**src/rtl/tcp_rx_ack_tracker_pkg.sv**
```systemverilog
// Shared types and constants for the per-flow receive-side ACK tracker.
// Optional statistics counters are enabled with the TCP_ACK_STATS_EN macro.
package tcp_rx_ack_tracker_pkg;

    localparam int NUM_FLOWS           = 16;
    localparam int FLOWID_W            = $clog2(NUM_FLOWS);
    localparam int DUP_THRESH          = 3;
    localparam int STAT_W              = 32;
    localparam int ACK_NUM_W           = 32;
    localparam int SEQ_NUM_W           = 32;
    localparam int WIN_SIZE_W          = 16;
    localparam int PAYLOAD_ENTRY_LEN_W = 16;
    // Wide enough that the counter saturates well above the threshold, so a
    // saturated count can never re-match DUP_THRESH and re-fire a retransmit.
    localparam int DUP_ACK_CNT_W       = 4;

    typedef struct packed {
        logic [FLOWID_W-1:0]            flowid;
        logic [ACK_NUM_W-1:0]           ack_num;
        logic [WIN_SIZE_W-1:0]          win;
        logic [PAYLOAD_ENTRY_LEN_W-1:0] pld_len;
    } ack_in_struct;

    typedef enum logic [1:0] {
        ACK_NEW,
        ACK_DUP,
        ACK_WIN,
        ACK_STALE
    } ack_class_e;

    typedef struct packed {
        logic [ACK_NUM_W-1:0]     ack_num;
        logic [WIN_SIZE_W-1:0]    win;
        logic [DUP_ACK_CNT_W-1:0] dup_cnt;
    } ack_state_struct;

    function automatic logic [DUP_ACK_CNT_W-1:0] sat_inc(input logic [DUP_ACK_CNT_W-1:0] v);
        return (v == '1) ? v : v + 1'b1;
    endfunction

endpackage

```
**src/rtl/tcp_rx_ack_tracker_state_rf.sv**
```systemverilog
// Per-flow ACK state storage: flop array, one async read port, one write port.
module tcp_rx_ack_tracker_state_rf
    import tcp_rx_ack_tracker_pkg::*;
(
    input  logic                i_clk,
    input  logic                i_rst,
    input  logic [FLOWID_W-1:0] i_rd_flowid,
    output ack_state_struct     o_rd_data,
    input  logic                i_wr_en,
    input  logic [FLOWID_W-1:0] i_wr_flowid,
    input  ack_state_struct     i_wr_data
);

    ack_state_struct r_mem [NUM_FLOWS];

    // Write one entry per cycle; reset clears every flow.
    always_ff @(posedge i_clk or posedge i_rst) begin
        if (i_rst) begin
            for (int i = 0; i < NUM_FLOWS; i++) r_mem[i] <= '0;
        end else if (i_wr_en) begin
            r_mem[i_wr_flowid] <= i_wr_data;
        end
    end

    assign o_rd_data = r_mem[i_rd_flowid];

endmodule

```
**src/rtl/tcp_rx_ack_tracker.sv**
```systemverilog
// Per-flow receive-side ACK tracker: classifies ACKs, emits window/ACK
// updates to TX and fast-retransmit requests on the threshold duplicate.
// Define TCP_ACK_STATS_EN to add dup/rt/stale statistics counters.
module tcp_rx_ack_tracker
    import tcp_rx_ack_tracker_pkg::*;
(
    input  logic                           i_clk,
    input  logic                           i_rst,
    input  logic                           i_init_val,
    input  logic [FLOWID_W-1:0]            i_init_flowid,
    input  logic [ACK_NUM_W-1:0]           i_init_ack_num,
    input  logic [WIN_SIZE_W-1:0]          i_init_win,
    input  logic                           i_ack_in_val,
    output logic                           o_ack_in_rdy,
    input  logic [FLOWID_W-1:0]            i_ack_in_flowid,
    input  logic [ACK_NUM_W-1:0]           i_ack_in_ack_num,
    input  logic [WIN_SIZE_W-1:0]          i_ack_in_win,
    input  logic [PAYLOAD_ENTRY_LEN_W-1:0] i_ack_in_pld_len,
    output logic                           o_upd_val,
    input  logic                           i_upd_rdy,
    output logic [FLOWID_W-1:0]            o_upd_flowid,
    output logic [ACK_NUM_W-1:0]           o_upd_ack_num,
    output logic [WIN_SIZE_W-1:0]          o_upd_win,
    output logic                           o_rt_val,
    input  logic                           i_rt_rdy,
    output logic [FLOWID_W-1:0]            o_rt_flowid,
    output logic [SEQ_NUM_W-1:0]           o_rt_seq
`ifdef TCP_ACK_STATS_EN
    ,
    output logic [STAT_W-1:0]              o_stat_dup_cnt,
    output logic [STAT_W-1:0]              o_stat_rt_cnt,
    output logic [STAT_W-1:0]              o_stat_stale_cnt
`endif
);

    ack_in_struct                w_ack_in;
    ack_state_struct             w_rd;
    ack_state_struct             w_wr_data;
    ack_class_e                  w_class;
    logic signed [ACK_NUM_W-1:0] w_diff;
    logic [DUP_ACK_CNT_W-1:0]    w_dup_next;
    logic                        w_accept;
    logic                        w_wr_en;
    logic                        w_upd_fire;
    logic                        w_rt_fire;

    assign w_ack_in = '{flowid:  i_ack_in_flowid,
                        ack_num: i_ack_in_ack_num,
                        win:     i_ack_in_win,
                        pld_len: i_ack_in_pld_len};

    assign o_ack_in_rdy = ~i_rst & ~i_init_val
                        & (~o_upd_val | i_upd_rdy)
                        & (~o_rt_val  | i_rt_rdy);
    assign w_accept     = i_ack_in_val & o_ack_in_rdy;

    // Modular difference so ACK numbers that wrap past 2^32 still count as newer.
    assign w_diff     = signed'(w_ack_in.ack_num - w_rd.ack_num);
    assign w_dup_next = sat_inc(w_rd.dup_cnt);

    // Classify the incoming ACK against the stored flow state.
    always_comb begin
        w_class = ACK_STALE;
        if (w_diff > 0)
            w_class = ACK_NEW;
        else if (w_diff == 0)
            w_class = (w_ack_in.pld_len == '0 && w_ack_in.win == w_rd.win) ? ACK_DUP : ACK_WIN;
    end

    assign w_upd_fire = w_accept & (w_class == ACK_NEW || w_class == ACK_WIN);
    assign w_rt_fire  = w_accept & (w_class == ACK_DUP)
                      & (w_dup_next == DUP_ACK_CNT_W'(DUP_THRESH));

    // Build the write-back entry; init owns the write port when present.
    always_comb begin
        w_wr_en   = 1'b0;
        w_wr_data = w_rd;
        if (i_init_val) begin
            w_wr_en   = 1'b1;
            w_wr_data = '{ack_num: i_init_ack_num, win: i_init_win, dup_cnt: '0};
        end else if (w_accept) begin
            unique case (w_class)
                ACK_NEW: begin
                    w_wr_en   = 1'b1;
                    w_wr_data = '{ack_num: w_ack_in.ack_num, win: w_ack_in.win, dup_cnt: '0};
                end
                ACK_DUP: begin
                    w_wr_en           = 1'b1;
                    w_wr_data.dup_cnt = w_dup_next;
                end
                ACK_WIN: begin
                    w_wr_en       = 1'b1;
                    w_wr_data.win = w_ack_in.win;
                end
                default: w_wr_en = 1'b0;
            endcase
        end
    end

    tcp_rx_ack_tracker_state_rf u_state_rf (
        .i_clk       (i_clk),
        .i_rst       (i_rst),
        .i_rd_flowid (w_ack_in.flowid),
        .o_rd_data   (w_rd),
        .i_wr_en     (w_wr_en),
        .i_wr_flowid (i_init_val ? i_init_flowid : w_ack_in.flowid),
        .i_wr_data   (w_wr_data)
    );

    // Registered update and retransmit outputs; each holds until its rdy.
    always_ff @(posedge i_clk or posedge i_rst) begin
        if (i_rst) begin
            o_upd_val     <= 1'b0;
            o_upd_flowid  <= '0;
            o_upd_ack_num <= '0;
            o_upd_win     <= '0;
            o_rt_val      <= 1'b0;
            o_rt_flowid   <= '0;
            o_rt_seq      <= '0;
        end else begin
            if (w_upd_fire) begin
                o_upd_val     <= 1'b1;
                o_upd_flowid  <= w_ack_in.flowid;
                o_upd_ack_num <= w_ack_in.ack_num;
                o_upd_win     <= w_ack_in.win;
            end else if (i_upd_rdy) begin
                o_upd_val <= 1'b0;
            end
            if (w_rt_fire) begin
                o_rt_val    <= 1'b1;
                o_rt_flowid <= w_ack_in.flowid;
                o_rt_seq    <= SEQ_NUM_W'(w_ack_in.ack_num);
            end else if (i_rt_rdy) begin
                o_rt_val <= 1'b0;
            end
        end
    end

`ifdef TCP_ACK_STATS_EN
    // Free-running per-class statistics, wrapping naturally.
    always_ff @(posedge i_clk or posedge i_rst) begin
        if (i_rst) begin
            o_stat_dup_cnt   <= '0;
            o_stat_rt_cnt    <= '0;
            o_stat_stale_cnt <= '0;
        end else begin
            if (w_accept && w_class == ACK_DUP)   o_stat_dup_cnt   <= o_stat_dup_cnt + 1'b1;
            if (w_rt_fire)                        o_stat_rt_cnt    <= o_stat_rt_cnt + 1'b1;
            if (w_accept && w_class == ACK_STALE) o_stat_stale_cnt <= o_stat_stale_cnt + 1'b1;
        end
    end
`endif

endmodule
```
**config.mk**
```make
export PLATFORM = sky130hd
export DESIGN_NAME = tcp_rx_ack_tracker
export DESIGN_NICKNAME = d
export VERILOG_FILES = /design/src/rtl/tcp_rx_ack_tracker_pkg.sv /design/src/rtl/tcp_rx_ack_tracker_state_rf.sv /design/src/rtl/tcp_rx_ack_tracker.sv
export SDC_FILE = /design/constraint.sdc
export NUM_CORES = 2
export LEC_CHECK = 0
export BUFFER_PORTS_ARGS = -buffer_cell sky130_fd_sc_hd__buf_2
export CAP_MARGIN = 20
export CORE_MARGIN = 10
export CORE_UTILIZATION = 25
export CTS_CLUSTER_SIZE = 10
export DETAILED_ROUTE_END_ITERATION = 10
export GPL_ROUTABILITY_DRIVEN = 0
export GPL_TIMING_DRIVEN = 0
export PLACE_DENSITY = 0.44
export SYNTH_ARGS = -nofsm -noshare
export SYNTH_HDL_FRONTEND = slang
export SYNTH_HIERARCHICAL = 1
export SYNTH_SLANG_ARGS = --single-unit
```
**constraint.sdc**
```tcl
create_clock -name i_clk -period 31.6 [get_ports i_clk]
set_input_delay 3.16 -clock i_clk [delete_from_list [all_inputs] [get_ports i_clk]]
set_output_delay 3.16 -clock i_clk [all_outputs]
set_load 0.02 [all_outputs]
```
Word-level counts from Yosys, hierarchy flattened
Index checks and enable logic that the tools add are counted.
- bits in read-only memories: 0
- memory bits (writable): 0
- bits in latches: 0
- bits in registers: 922
- output and inout port bits: 91
- memories: 0
- shift operators: 0
- order comparisons: 4
- equality and inequality tests: 5
- $mul: 0
- mux-type cells: 23
- add/subtract/negate cells: 2
- reduce and logical (&&, ||, !) cells: 10
- div/mod/pow operators: 0
- bitwise operators: 15
- operators with widths (kind ; count):
    bitwise mux 832 bit ; 1
    two-way mux 52 bit ; 5
    binary-select mux 52 bit (select 4 bit) ; 1
    demux 52 bit (select 4 bit) ; 1
    greater-than comparator 32 x 1 -> 1 bit, second input constant ; 1
    logical NOT 32 bit ; 1
    two-way mux 32 bit ; 1
    subtractor 32 bit ; 1
    == test 16 bit ; 1
    logical NOT 16 bit ; 1
    two-way mux 16 bit ; 1
    >= comparator 5 bit, second input constant ; 2
    inverter 4 -> 5 bit ; 2
    two-way mux 4 bit ; 2
    case mux 4 bit (2 select lines) ; 1
    bitwise AND 1 bit ; 7
    two-way mux 1 bit ; 7
    two-way mux 2 bit ; 3
    less-than comparator 5 x 1 -> 1 bit, second input constant ; 1
    adder 4 x 1 -> 4 bit, second input constant ; 1
    == test 4 x 2 -> 1 bit, second input constant ; 1
    == test 4 bit, second input constant ; 1
    inverter 1 bit ; 4
    nonzero test 2 bit ; 2
    8 further kinds ; 10

Depth between registers and ports, before layout
- word-level depth: 15
- mapped depth: 23
- mapped depth without buffers: 16

Cells and area by module
Netlist, hierarchy kept.
- modules (own cells, without submodules) (module ; cells each ; instances ; area an instance (µm²) ; seq. area each (µm²)):
    tcp_rx_ack_tracker_state_rf ; 2268 ; 1 ; 37180.7 ; 20820.0
    tcp_rx_ack_tracker ; 939 ; 1 ; 7936.4 ; 2252.2

Worst setup path after synthesis
Ideal clock, no wire load.
- path kind: input -> register
- from: input port i_ack_in_flowid[0]
- to: register u_state_rf/r_mem[474] (netlist bit)
- path slack: 23151 ps
- arrival: 8322 ps
- data required time: 31472 ps
- stages on the path: 22
- library setup time: 128 ps
- path through: buf_2 buf_2 buf_2 mux4_2 a22oi_1 nand2_1 inv_1 ha_1 buf_2 a21oi_1 nand2_1 o21a_1 or4_1 a32o_1 or4_4 nor4b_4 nand4_1 clkbuf_1 and3_1 o31a_1 clkbuf_1 mux2_1
- RTL lines (element ; RTL line ; source):
    start: declaration ; tcp_rx_ack_tracker.sv:15 ; input logic [FLOWID_W-1:0] i_ack_in_flowid,
    end signal: indexed assignment ; tcp_rx_ack_tracker_state_rf.sv:21 ; r_mem[i_wr_flowid] <= i_wr_data;
    end: declaration ; tcp_rx_ack_tracker_state_rf.sv:14 ; ack_state_struct r_mem [NUM_FLOWS];

==> reports/results.tsv <==
stage	metric	value	unit
drt	DRT Pass-1 Iters	5	
sta	worst hold margin	0.4701	ns
global_routing	first-pass GRT wire length	234900	µm
yosys	mapped cell area	45120	µm²
global_routing	initial antenna violation count	5	
layout	most frequent cells in the layout	dfrtp_1, mux2_2, buf_2	
clocking	CTS sink cnt	922	
yosys	synth unique cells	75	
sta	Final setup viols	0	
placement	Port Buf Inserts	215	
worst_setup_path	critical path's top delay family	buffers and inverters	
floorplanning	initial core utilization	25.20	%
sta	fin worst setup slack	19.69	ns
sta	min Tclk post-route	11.91	ns
global_routing	largest net degree at the start of global routing	119	
floorplanning	I/O pin total	217	
layout	Layout Nets	3717	
clocking	Post-CTS Hold Fix Bufs	0	
worst_setup_path	crit-path max cell delay	0.91	ns
yosys	Net Count, Synth	3365	
sta	Peak Freq	83.99	MHz
floorplanning	CORE AREA	179000	µm²
pwr	pwr dens	81.92	nW/µm²
pwr	peak supply drop	43.32	µV
pwr	Net Sw Power	0.001375	W
layout	Area Overhead vs Synth	17.02	%
floorplanning	Cell Rows	155	
drt	WL per Instance	27.51	µm
worst_setup_path	Reg2Reg Setup Slack	23.85	ns
clocking	Root Buffer Master	clkbuf_16	
drt	drt drc	0	
worst_setup_path	Worst path slowest cell	clkbuf_1	
placement	hpwl dp	116900	µm
floorplanning	Die Wd	444.8	µm
clocking	cts repair resizes	0	
flow_run	number of max-cap violations	0	
drt	DR vias/cell	5.000	
clocking	CTS max path bufs	3	
pwr	Seq pwr share	42.3	%
sta	fin. max-slew vios	0	
yosys	Most used DFF post-synth	dfrtp_1	
worst_setup_path	CP required	32.27	ns
sta	worst-margin pin slew	1.190	ns
yosys	Async SR Flop Fraction	100.0	%
floorplanning	Die Y	444.8	µm
worst_setup_path	worst-path cell chain	buf_2, buf_2, clkbuf_1, buf_1, mux4_2, a22oi_1, nand2_1, inv_1, ha_1, clkbuf_1, nand2_1, a211oi_1, o21ai_0, a211oi_1, nor3_1, or4_1, nor2b_1, clkbuf_1, nand2_1, buf_1, o221a_2, clkbuf_1, mux2_2	
clocking	Num CTS Buffers	108	
yosys	Cells after Synth	3207	
global_routing	grt total ovfl	0	
worst_setup_path	crit path kind	primary input to flop	
yosys	Synth Register Bits	922	
global_routing	vias in the first global route	31307	
layout	Fillers	18112	
worst_setup_path	WP data arrival	12.58	ns
pwr	sw frac	31.79	%
clocking	Clk Latency, worst-skew pair	0.74	ns
sta	setup_tns	0	ns
pwr	clock network fraction of total power	26.8	%
worst_setup_path	Worst Path Max Fanout	10	
worst_setup_path	CP Capture Type	flop	
clocking	postcts setup bufs	0	
drt	Routed Antenna Nets	0	
drt	via count	29822	
drt	DRT Wirelength	164100	µm
sta	RSZ-0062 raised after global routing	no	
pwr	Leak Pwr	23.26	nW
yosys	Ys Warns	6	
layout	commonest non-fill, non-tap cell in the layout	dfrtp_1	
worst_setup_path	Buf+Inv Stages, Crit Path	9	
worst_setup_path	CP Launch Type	primary input	
clocking	CTS tree	yes	
clocking	H-tree Lvls	3	
placement	worst slack, placed	19.10	ns
yosys	Syn Area/Cell	14.07	µm²
sta	skew final	0.04239	ns
pwr	combinational power share	30.9	%
yosys	sequential share of the synthesized area	51.14	%
yosys	number of synthesized flops with an enable pin	0	
layout	layout cell share with drive strength beyond 1	45.60	%
worst_setup_path	Crit path top cell by count	clkbuf_1	
run_status	status	complete, no violations	
pwr	P_int	0.002950	W
sta	final period utilization	37.68	%
sta	worst rel slew slack	20.66	%
min_path	worst hold path type	flop to flop	
clocking	Clock transition at path regs	0.06	ns
floorplanning	Die ar.	197900	µm²
sta	Hold Vio Cnt, Final	0	
drt	Initial DRC Count	2173	
global_routing	Tot GR Track Use	16.16	%
area by class of cell:
class / count / area [µm²] / area share [%]
diodes: 4 / 10.01 / 0.01896
repair buffers: 242 / 1577 / 2.986
multi-input cells: 1971 / 20660 / 39.14
plain buffers: 274 / 1235 / 2.339
well taps: 2355 / 2947 / 5.581
clock inverters: 8 / 107.6 / 0.2038
inverters: 40 / 160.2 / 0.3033
flip-flops and latches: 922 / 23070 / 43.70
clock buffers: 148 / 3027 / 5.733
metal layers:
layer | part of all wire, % | global-route usage [%] | up-vias
met5 | 0 | 0 | -
met4 | 4.5 | 6.933 | 0
met3 | 4.0 | 2.103 | 237
met2 | 48 | 26.84 | 751
met1 | 44 | 21.11 | 16074
li1 | - | - | 12760
worst register-to-register path, cell delays in order (launching register included):
cell and delay, ns:
dfrtp_1 0.38, mux4_2 0.49, a22oi_1 0.58, nand2_1 0.30
inv_1 0.12, ha_1 0.12, clkbuf_1 0.33, nand2_1 0.16
a211oi_1 0.26, o21ai_0 0.30, a211oi_1 0.75, nor3_1 0.10
or4_1 0.57, nor2b_1 0.21, clkbuf_1 0.43, nand2_1 0.43
buf_1 0.71, o221a_2 0.45, clkbuf_1 0.69, mux2_2 0.31
sequential cells by signal, summed over array words and instances, names as in the netlist:
name and flops:
u_state_rf/r_mem 832, o_rt_seq 32, o_upd_ack_num 32, o_upd_win 16, o_rt_flowid 4, o_upd_flowid 4
o_rt_val 1, o_upd_val 1
path summary, 6_finish.rpt:
path / from / to / depth (start not counted)
max: i_ack_in_flowid[1] / u_state_rf/r_mem[655]$_DFFE_PP0P_ / 23
min: o_upd_win[13]$_DFFE_PP0P_ / o_upd_win[13]$_DFFE_PP0P_ / 1
max in group asynchronous: i_rst / u_state_rf/r_mem[494]$_DFFE_PP0P_ / 6
min reg2reg: o_upd_win[13]$_DFFE_PP0P_ / o_upd_win[13]$_DFFE_PP0P_ / 1
max reg2reg: u_state_rf/r_mem[653]$_DFFE_PP0P_ / u_state_rf/r_mem[655]$_DFFE_PP0P_ / 19
min in group asynchronous: i_rst / o_rt_seq[1]$_DFFE_PP0P_ / 2
logic make-up (layout without fill, tap and decap cells):
group / Yosys count / count (layout) / synth area share [%]
muxes: 1118 / 1118 / 33.51
buffers and inverters: 314 / 712 / 3.070
adders and majority gates: 32 / 32 / 0.8874
and+or+nand+nor: 377 / 377 / 4.296
other: 0 / 4 / 0
DFF: 922 / 922 / 51.14
AOI/OAI and AO/OA: 420 / 420 / 6.634
xor gates and xnor gates: 24 / 24 / 0.4659
power by group through the flow:
stage	logic, W	registers, W	clock network (W)
floorplan	0.000934	0.00183	0
global placement	0.00130	0.00185	0
detailed placement	0.00133	0.00184	0
CTS	0.00133	0.00183	0.00120
global route	0.00144	0.00188	0.00124
finish	0.00134	0.00183	0.00116
per-stage QoR:
step,total power [W],area [µm²],instances,utilization (%)
after detailed placement,0.003170,49640,5803,27.73
after global routing,0.004559,52790,5962,29.49
after CTS,0.004359,52770,5959,29.48
after global placement,0.003151,49140,5777,27.45
after floorplan,0.002759,45120,3207,-
final,0.004325,52800,5964,29.49
synthesized netlist by cell type, types with 6 or more instances:
master	instances	share of area, %
mux2_1	14	0.35
nor2_1	40	0.33
a21o_1	32	0.53
or3_1	8	0.11
o211ai_1	14	0.23
o21ai_0	86	0.95
a2111oi_0	7	0.14
nand3_1	18	0.20
mux2_4	50	1.7
nor4_1	14	0.19
nand2_1	135	1.1
nor3b_1	6	0.10
buf_6	8	0.20
inv_1	40	0.33
mux4_2	208	10
a22oi_1	106	1.8
nor3_1	47	0.52
nor2b_1	8	0.11
dfrtp_1	922	51
a21oi_1	48	0.53
o31a_1	17	0.33
clkbuf_1	141	1.2
a21boi_0	19	0.32
nand2b_1	25	0.35
mux2_2	845	21
o21a_1	11	0.18
buf_1	12	0.10
buf_2	110	1.2
o2111ai_1	6	0.12
xor2_1	14	0.27
and3_1	20	0.28
a211oi_1	9	0.15
xnor2_1	10	0.19
o221a_2	32	0.80
ha_1	32	0.89
nand4_1	22	0.31
(Power assumes the default switching activity.)
